<file path="src/rtl/instr_decode_pkg.sv">
// Shared constants and the decoded-entry type for the instruction decode stage.
// Default field layout, high to low: op | rs | rt | rd | imm.
package instr_decode_pkg;

  localparam int INSTR_W_DEF = 24;
  localparam int OP_W_DEF    = 6;
  localparam int REG_W_DEF   = 2;
  localparam int DATA_W_DEF  = 16;
  localparam int NUM_OPS_DEF = 32;
  localparam int IMM_W_DEF   = INSTR_W_DEF - OP_W_DEF - 3 * REG_W_DEF;

  // Least-significant bit position of each field in the raw instruction.
  localparam int OP_LSB  = INSTR_W_DEF - OP_W_DEF;
  localparam int RS_LSB  = OP_LSB - REG_W_DEF;
  localparam int RT_LSB  = RS_LSB - REG_W_DEF;
  localparam int RD_LSB  = RT_LSB - REG_W_DEF;
  localparam int IMM_LSB = 0;

  typedef struct packed {
    logic [OP_W_DEF-1:0]   op;
    logic [REG_W_DEF-1:0]  rs;
    logic [REG_W_DEF-1:0]  rt;
    logic [REG_W_DEF-1:0]  rd;
    logic [DATA_W_DEF-1:0] imm;
    logic                  illegal;
  } decoded_t;

endpackage

</file>
<file path="src/rtl/instr_decode_if.sv">
// Upstream and downstream handshake bundle of the instruction decode stage.
// slave = the decode stage, master = the surrounding environment.
interface instr_decode_if #(
  parameter int INSTR_W = 24,
  parameter int OP_W    = 6,
  parameter int REG_W   = 2,
  parameter int DATA_W  = 16
) ();

  logic               in_valid;
  logic               in_ready;
  logic [INSTR_W-1:0] in_instr;
  logic               in_imm_signed;
  logic               out_valid;
  logic               out_ready;
  logic [OP_W-1:0]    out_op;
  logic [REG_W-1:0]   out_rs;
  logic [REG_W-1:0]   out_rt;
  logic [REG_W-1:0]   out_rd;
  logic [DATA_W-1:0]  out_imm;
  logic               out_illegal;

  modport slave (
    input  in_valid, in_instr, in_imm_signed, out_ready,
    output in_ready, out_valid, out_op, out_rs, out_rt, out_rd, out_imm, out_illegal
  );

  modport master (
    output in_valid, in_instr, in_imm_signed, out_ready,
    input  in_ready, out_valid, out_op, out_rs, out_rt, out_rd, out_imm, out_illegal
  );

endinterface

</file>
<file path="src/rtl/instr_skid_buf.sv">
// Two-entry elastic buffer (output register + one skid register) with a
// registered in_ready, so upstream never sees a combinational path from out_ready.
module instr_skid_buf #(
  parameter int W = 8
) (
  input  logic         clk,
  input  logic         rst_n,
  input  logic         flush,
  input  logic         in_valid,
  output logic         in_ready,
  input  logic [W-1:0] in_data,
  output logic         out_valid,
  input  logic         out_ready,
  output logic [W-1:0] out_data
);

  logic         out_valid_r, skid_full_r, in_ready_r;
  logic [W-1:0] out_data_r, skid_data_r;
  logic         out_valid_s, skid_full_s;
  logic [W-1:0] out_data_s, skid_data_s;
  logic         in_xfer_s, out_xfer_s;

  assign in_xfer_s  = in_valid & in_ready_r;
  assign out_xfer_s = out_valid_r & out_ready;

  // Next-state of both entries; flush discards everything, including a same-cycle input.
  always_comb begin
    out_valid_s = out_valid_r;
    out_data_s  = out_data_r;
    skid_full_s = skid_full_r;
    skid_data_s = skid_data_r;
    if (flush) begin
      out_valid_s = 1'b0;
      skid_full_s = 1'b0;
    end else if (!out_valid_r || out_xfer_s) begin
      if (skid_full_r) begin
        out_valid_s = 1'b1;
        out_data_s  = skid_data_r;
        skid_full_s = 1'b0;
      end else if (in_xfer_s) begin
        out_valid_s = 1'b1;
        out_data_s  = in_data;
      end else begin
        out_valid_s = 1'b0;
      end
    end else if (in_xfer_s) begin
      skid_full_s = 1'b1;
      skid_data_s = in_data;
    end else begin
      skid_full_s = skid_full_r;
    end
  end

  // Entry registers; in_ready is held low through reset and follows the skid state after.
  always_ff @(posedge clk or negedge rst_n) begin
    if (!rst_n) begin
      out_valid_r <= 1'b0;
      out_data_r  <= '0;
      skid_full_r <= 1'b0;
      skid_data_r <= '0;
      in_ready_r  <= 1'b0;
    end else begin
      out_valid_r <= out_valid_s;
      out_data_r  <= out_data_s;
      skid_full_r <= skid_full_s;
      skid_data_r <= skid_data_s;
      in_ready_r  <= ~skid_full_s;
    end
  end

  assign in_ready  = in_ready_r;
  assign out_valid = out_valid_r;
  assign out_data  = out_data_r;

endmodule

</file>
<file path="src/rtl/instr_decode_stage.sv">
// Instruction decode stage: slices op/rs/rt/rd/imm, extends the immediate and buffers
// the result in a two-entry skid buffer. Define INSTR_DECODE_ILLEGAL_EN to flag op >= NUM_OPS.
module instr_decode_stage
  import instr_decode_pkg::*;
#(
  parameter int INSTR_W = INSTR_W_DEF,
  parameter int OP_W    = OP_W_DEF,
  parameter int REG_W   = REG_W_DEF,
  parameter int DATA_W  = DATA_W_DEF,
  parameter int NUM_OPS = NUM_OPS_DEF
) (
  input logic            clk,
  input logic            rst_n,
  input logic            flush,
  instr_decode_if.slave  bus
);

  localparam int IMM_W = INSTR_W - OP_W - 3 * REG_W;
  localparam int PAY_W = OP_W + 3 * REG_W + DATA_W + 1;

  generate
    if (IMM_W < 1 || IMM_W > DATA_W) begin : g_bad_imm_w
      $error("instr_decode_stage: IMM_W out of range 1..DATA_W");
    end
  endgenerate

  logic [OP_W-1:0]   op_s;
  logic [REG_W-1:0]  rs_s, rt_s, rd_s;
  logic [IMM_W-1:0]  imm_raw_s;
  logic [DATA_W-1:0] imm_ext_s;
  logic              illegal_s;
  logic [PAY_W-1:0]  in_pay_s, out_pay_s;

  assign op_s      = bus.in_instr[INSTR_W-1 -: OP_W];
  assign rs_s      = bus.in_instr[INSTR_W-OP_W-1 -: REG_W];
  assign rt_s      = bus.in_instr[INSTR_W-OP_W-REG_W-1 -: REG_W];
  assign rd_s      = bus.in_instr[INSTR_W-OP_W-2*REG_W-1 -: REG_W];
  assign imm_raw_s = bus.in_instr[IMM_W-1:0];

  // Immediate extension, chosen per instruction.
  always_comb begin
    imm_ext_s = '0;
    if (bus.in_imm_signed) begin
      imm_ext_s = DATA_W'($signed(imm_raw_s));
    end else begin
      imm_ext_s = DATA_W'(imm_raw_s);
    end
  end

`ifdef INSTR_DECODE_ILLEGAL_EN
  assign illegal_s = (32'(op_s) >= 32'(NUM_OPS));
`else
  assign illegal_s = 1'b0;
`endif

  assign in_pay_s = {op_s, rs_s, rt_s, rd_s, imm_ext_s, illegal_s};

  instr_skid_buf #(.W(PAY_W)) u_buf (
    .clk       (clk),
    .rst_n     (rst_n),
    .flush     (flush),
    .in_valid  (bus.in_valid),
    .in_ready  (bus.in_ready),
    .in_data   (in_pay_s),
    .out_valid (bus.out_valid),
    .out_ready (bus.out_ready),
    .out_data  (out_pay_s)
  );

  assign {bus.out_op, bus.out_rs, bus.out_rt, bus.out_rd, bus.out_imm, bus.out_illegal} = out_pay_s;

endmodule

</file>
<file path="src/flat_wrapper.sv">
// flat-port wrapper written by rule: the top's interface ports become plain ports
module instr_decode_stage_flat import instr_decode_pkg::*;
#(
  parameter int INSTR_W = INSTR_W_DEF,
  parameter int OP_W    = OP_W_DEF,
  parameter int REG_W   = REG_W_DEF,
  parameter int DATA_W  = DATA_W_DEF,
  parameter int NUM_OPS = NUM_OPS_DEF
)
  (clk, rst_n, flush, bus_in_valid, bus_in_instr, bus_in_imm_signed, bus_out_ready, bus_in_ready, bus_out_valid, bus_out_op, bus_out_rs, bus_out_rt, bus_out_rd, bus_out_imm, bus_out_illegal);
  instr_decode_if #(.INSTR_W(INSTR_W), .OP_W(OP_W), .REG_W(REG_W), .DATA_W(DATA_W)) bus_i ();
  input logic clk;
  input logic rst_n;
  input logic flush;
  input wire logic [$bits(bus_i.in_valid)-1:0] bus_in_valid;
  input wire logic [$bits(bus_i.in_instr)-1:0] bus_in_instr;
  input wire logic [$bits(bus_i.in_imm_signed)-1:0] bus_in_imm_signed;
  input wire logic [$bits(bus_i.out_ready)-1:0] bus_out_ready;
  output wire logic [$bits(bus_i.in_ready)-1:0] bus_in_ready;
  output wire logic [$bits(bus_i.out_valid)-1:0] bus_out_valid;
  output wire logic [$bits(bus_i.out_op)-1:0] bus_out_op;
  output wire logic [$bits(bus_i.out_rs)-1:0] bus_out_rs;
  output wire logic [$bits(bus_i.out_rt)-1:0] bus_out_rt;
  output wire logic [$bits(bus_i.out_rd)-1:0] bus_out_rd;
  output wire logic [$bits(bus_i.out_imm)-1:0] bus_out_imm;
  output wire logic [$bits(bus_i.out_illegal)-1:0] bus_out_illegal;
  assign bus_i.in_valid = bus_in_valid;
  assign bus_i.in_instr = bus_in_instr;
  assign bus_i.in_imm_signed = bus_in_imm_signed;
  assign bus_i.out_ready = bus_out_ready;
  assign bus_in_ready = bus_i.in_ready;
  assign bus_out_valid = bus_i.out_valid;
  assign bus_out_op = bus_i.out_op;
  assign bus_out_rs = bus_i.out_rs;
  assign bus_out_rt = bus_i.out_rt;
  assign bus_out_rd = bus_i.out_rd;
  assign bus_out_imm = bus_i.out_imm;
  assign bus_out_illegal = bus_i.out_illegal;
  instr_decode_stage #(.INSTR_W(INSTR_W), .OP_W(OP_W), .REG_W(REG_W), .DATA_W(DATA_W), .NUM_OPS(NUM_OPS)) u_core (.clk(clk), .rst_n(rst_n), .flush(flush), .bus(bus_i));
endmodule
</file>
<file path="config.mk">
export PLATFORM = sky130hd
export DESIGN_NAME = instr_decode_stage_flat
export DESIGN_NICKNAME = d
export VERILOG_FILES = /design/src/rtl/instr_decode_pkg.sv /design/src/rtl/instr_decode_if.sv /design/src/rtl/instr_skid_buf.sv /design/src/rtl/instr_decode_stage.sv /design/src/flat_wrapper.sv
export SDC_FILE = /design/constraint.sdc
export NUM_CORES = 1
export LEC_CHECK = 0
export BUFFER_PORTS_ARGS = -buffer_cell sky130_fd_sc_hd__buf_2
export CAP_MARGIN = 20
export CORE_ASPECT_RATIO = 1.75
export CORE_UTILIZATION = 53
export DETAILED_ROUTE_END_ITERATION = 10
export HOLD_SLACK_MARGIN = 0.05
export PLACE_DENSITY = 0.81
export SYNTH_ARGS = -nofsm -noshare
export SYNTH_HDL_FRONTEND = slang
export SYNTH_SLANG_ARGS = --single-unit
</file>
<file path="constraint.sdc">
create_clock -name clk -period 1.6 [get_ports clk]
set_input_delay 0.16 -clock clk [delete_from_list [all_inputs] [get_ports clk]]
set_output_delay 0.16 -clock clk [all_outputs]
set_load 0.03 [all_outputs]
</file>
==> metrics.log <==
[metrics] type of the worst setup path: reg2reg
[metrics] half-perimeter wire length after placement: 3138 um
[metrics] CP startpoint kind: register
[metrics] total gr overflow: 0
[metrics] starting utilization of the core area: between 50% and 60%
[metrics] global routing met1 resource utilization: between 20% and 30%
[metrics] clock root buffer: clkbuf_8
[metrics] Slew Viols, Final: 0
[metrics] overall power after layout: 3.538 mW
[metrics] gate count after technology mapping: 152
[metrics] antenna violations before repair: 0
[metrics] worst-path cell chain: or3b_4 -> nor2_8 -> buf_12 -> mux2_2
[metrics] share of cell area taken by muxes after synthesis: 36.68%
[metrics] input/output buffers: 59
[metrics] static leakage power: 1.373 nW
[metrics] total wire length: 4153 um
[metrics] switching portion of total power: a little under a third
[metrics] final number of setup-violating endpoints: 0
[metrics] wire length of the first global-routing pass: slightly below 7000 um
[metrics] mean instance size in the synthesized netlist: 16.09 um^2
[metrics] final hold violations: 0
[metrics] GR met2 Demand/Resource: 32.50%
[metrics] count of cell types in the netlist: 20
[metrics] part of the power in registers: 50.2%
[metrics] setup slack, reg-to-reg: 0.06 ns
[metrics] Syn-to-layout area delta: 19.08%
[metrics] combinational power share: 27.8%
[metrics] vias per inst: roughly 5.2
[metrics] global placer's final weighted congestion: 0.7663
[metrics] PnR worst setup slack: approximately 0.064 ns
[metrics] final critical delay including setup and external delays: around 1.5 ns
[metrics] Fin Clk Skew: 0.01066 ns
[metrics] First DRT Iteration DRCs: 22
[metrics] number of synthesized register bits: 53
[metrics] Worst-Skew Late Latency: 0.31 ns
[metrics] Setup WS pre-CTS: 0.07520 ns
[metrics] routed length per instance: about 15 um
[metrics] DRC violations left: 0
[metrics] die area: 4902 um^2
[metrics] Cell Area, Placed: between 2000 and 3000 um^2
[metrics] synthesized-area fraction occupied by xor and xnor cells: 0%
[metrics] pin count of the biggest net entering global routing: 39
[metrics] clock tree from TritonCTS: yes
[metrics] max incr delay on CP: about 0.43 ns
[metrics] H-Tree Depth: 2
[metrics] number of global-route vias before repair: 1,509
[metrics] core region area: between 4000 and 5000 um^2
[metrics] Max clock buf depth: 2
[metrics] number of antenna-violating nets in the routed design: 0
[metrics] largest family of logic cells by synthesized area: multiplexers
[metrics] most common cell after layout, fill and taps aside: buf_2
[metrics] simple-gate area share of the yosys netlist: 3.018%
[metrics] synthesized netlist net count: 182
[metrics] Die Wd: 53.36 um
[metrics] Critical Path AT: about 1.7 ns
[metrics] met3 track utilization from global routing: 3.814%
[metrics] switching pwr: 1.115 mW
[metrics] complex-gate fraction of the synthesized area: 1.279%
[metrics] internal power: 2.423 mW
[metrics] smallest hold slack: 0.07168 ns
[metrics] adder and majority gate portion of the synthesized area: 0%
[metrics] clock net sink count: 53
[metrics] max-capacitance violation count: 0
[metrics] via count of the routed design: 1,402
[metrics] total non-filler cell area in the finished layout: 2913 um^2
[metrics] critical path endpoint category: register
[metrics] most heavily used metal layer in global routing: met2
[metrics] worst hold path class: in2reg
[metrics] Cell Rows: 32
[metrics] Post-CTS Setup Bufs: 0
[metrics] router iterations before antenna repair: 4
[metrics] Worst Path Max Fanout: 12
[metrics] Data required, critical path: 1.80 ns
[metrics] FMAX: 651.1 MHz
[metrics] standard cell with the maximum stage delay on the critical path: or3b_4
[metrics] Clk pin slew, worst setup/hold paths: ~0.090 ns
[metrics] share of post-route cells with drive strength above 1: 70.97%
[metrics] Net count, final: 246
[metrics] Tcrit/Tclk final: 95.99%
[metrics] number of warnings issued by yosys: 0
[metrics] clock share of power: 22.0%
[metrics] count of pins on the block boundary: a little over 60
[metrics] number of diodes: 0
[metrics] commonest cells after routing, fill and taps aside: buf_2 (59), mux2_2 (52), dfrtp_1 (51)
[metrics] setup repair after global routing missed its margin: false
[metrics] Post-Syn Area: 2446 um^2
[metrics] status: completed
[metrics] Vert. Die Dim: around 90 um
[metrics] setup TNS after final layout: 0 ns
[metrics] number of buffers inserted during clock tree synthesis: 5
[metrics] sequential-to-total area share from yosys stat: 54.22%
[metrics] power density over cell area: 1215 nW/um^2
[metrics] Tot GR Track Use: 19.43%
[metrics] peak ir drop on the vdd network: 0.0009205 V
power groups by stage:
| stage | Clock (mW) | Combinational, mW | Sequential, mW |
|---|---|---|---|
| 4_1_cts | 0.807 | 1.00 | 1.78 |
| 3_3_place_gp | 0 | 0.971 | 1.79 |
| 6_report | 0.780 | 0.983 | 1.77 |
| 3_5_place_dp | 0 | 0.997 | 1.80 |
| 5_1_grt | 0.852 | 1.05 | 1.82 |
| 2_1_floorplan | 0 | 0.472 | 2.03 |
metal layers:
metal,routed length (um),vias up
met4,64,0
met2,2286,36
met5,0,-
li1,-,660
met3,150,6
met1,1652,700
area by class of cell:
cell class	count	area, um^2
multi-input combinational	87	1006
sequential	53	1329
fill	344	1491
clock inverter	3	26.28
clock buffer	5	68.82
tap	51	63.81
timing repair buffer	68	415.4
inverter	1	3.754
repair_timing:
item,in CTS,in global routing
resized for setup,0,0
endpoints found under the hold margin,15,0
hold buffers,1,0
path summary, 6_finish.rpt:
| check | startpoint | to | cells past startpoint |
|---|---|---|---|
| worst max-delay path | u_core.u_buf.out_valid$_DFFE_PN0P_ | u_core.u_buf.skid_data_r[28]$_DFFE_PN0P_ | 4 |
| worst min-delay path | flush | u_core.u_buf.out_valid$_DFFE_PN0P_ | 2 |
| max in group asynchronous | rst_n | u_core.u_buf.out_data[7]$_DFFE_PN0P_ | 3 |
| min in group asynchronous | rst_n | u_core.u_buf.skid_full_r$_DFF_PN0_ | 2 |
| worst max register to register | u_core.u_buf.out_valid$_DFFE_PN0P_ | u_core.u_buf.skid_data_r[28]$_DFFE_PN0P_ | 4 |
| worst min register to register | u_core.u_buf.out_data[22]$_DFFE_PN0P_ | u_core.u_buf.out_data[22]$_DFFE_PN0P_ | 1 |
per-stage QoR:
stage	util [%]	instances
floorplan	-	152
global placement	63.75	259
detailed placement	63.75	259
CTS	66.14	268
global route	66.14	268
finish	66.14	268
registers in the layout, summed over array words and instances (netlist names):
register	count
u_core.u_buf.out_valid	1
u_core.u_buf.out_data	25
u_core.u_buf.in_ready	1
u_core.u_buf.skid_data_r	25
u_core.u_buf.skid_full_r	1
Yosys cell counts, drive strengths merged:
cell | count | area (um^2)
nor2 | 1 | 20.02
nor3b | 1 | 18.77
a21oi | 2 | 13.76
nand2b | 1 | 6.260
or3b | 1 | 11.26
mux2 | 73 | 897.1
inv | 1 | 3.750
dfrtp | 53 | 1326
o21ai | 2 | 10.01
or2 | 1 | 6.260
o31ai | 1 | 7.510
conb | 1 | 3.750
nand2 | 3 | 11.26
buf | 11 | 110.1
worst max-delay path: cells and delay by family (launching register included):
family	cells	cell delay (ns)
and+or+nand+nor	2	0.56
DFF	1	0.37
buffers and inverters	1	0.16
muxes	1	0.34
kinds of logic (layout without fill, tap and decap cells):
logic type      Yosys count  count (layout)
simple gates              8               8
other cells               1               1
flops                    53              53
compound gates            5               5
buf+inv                  12              77
mux                      73              73
Power figures use the tool's default switching activity.
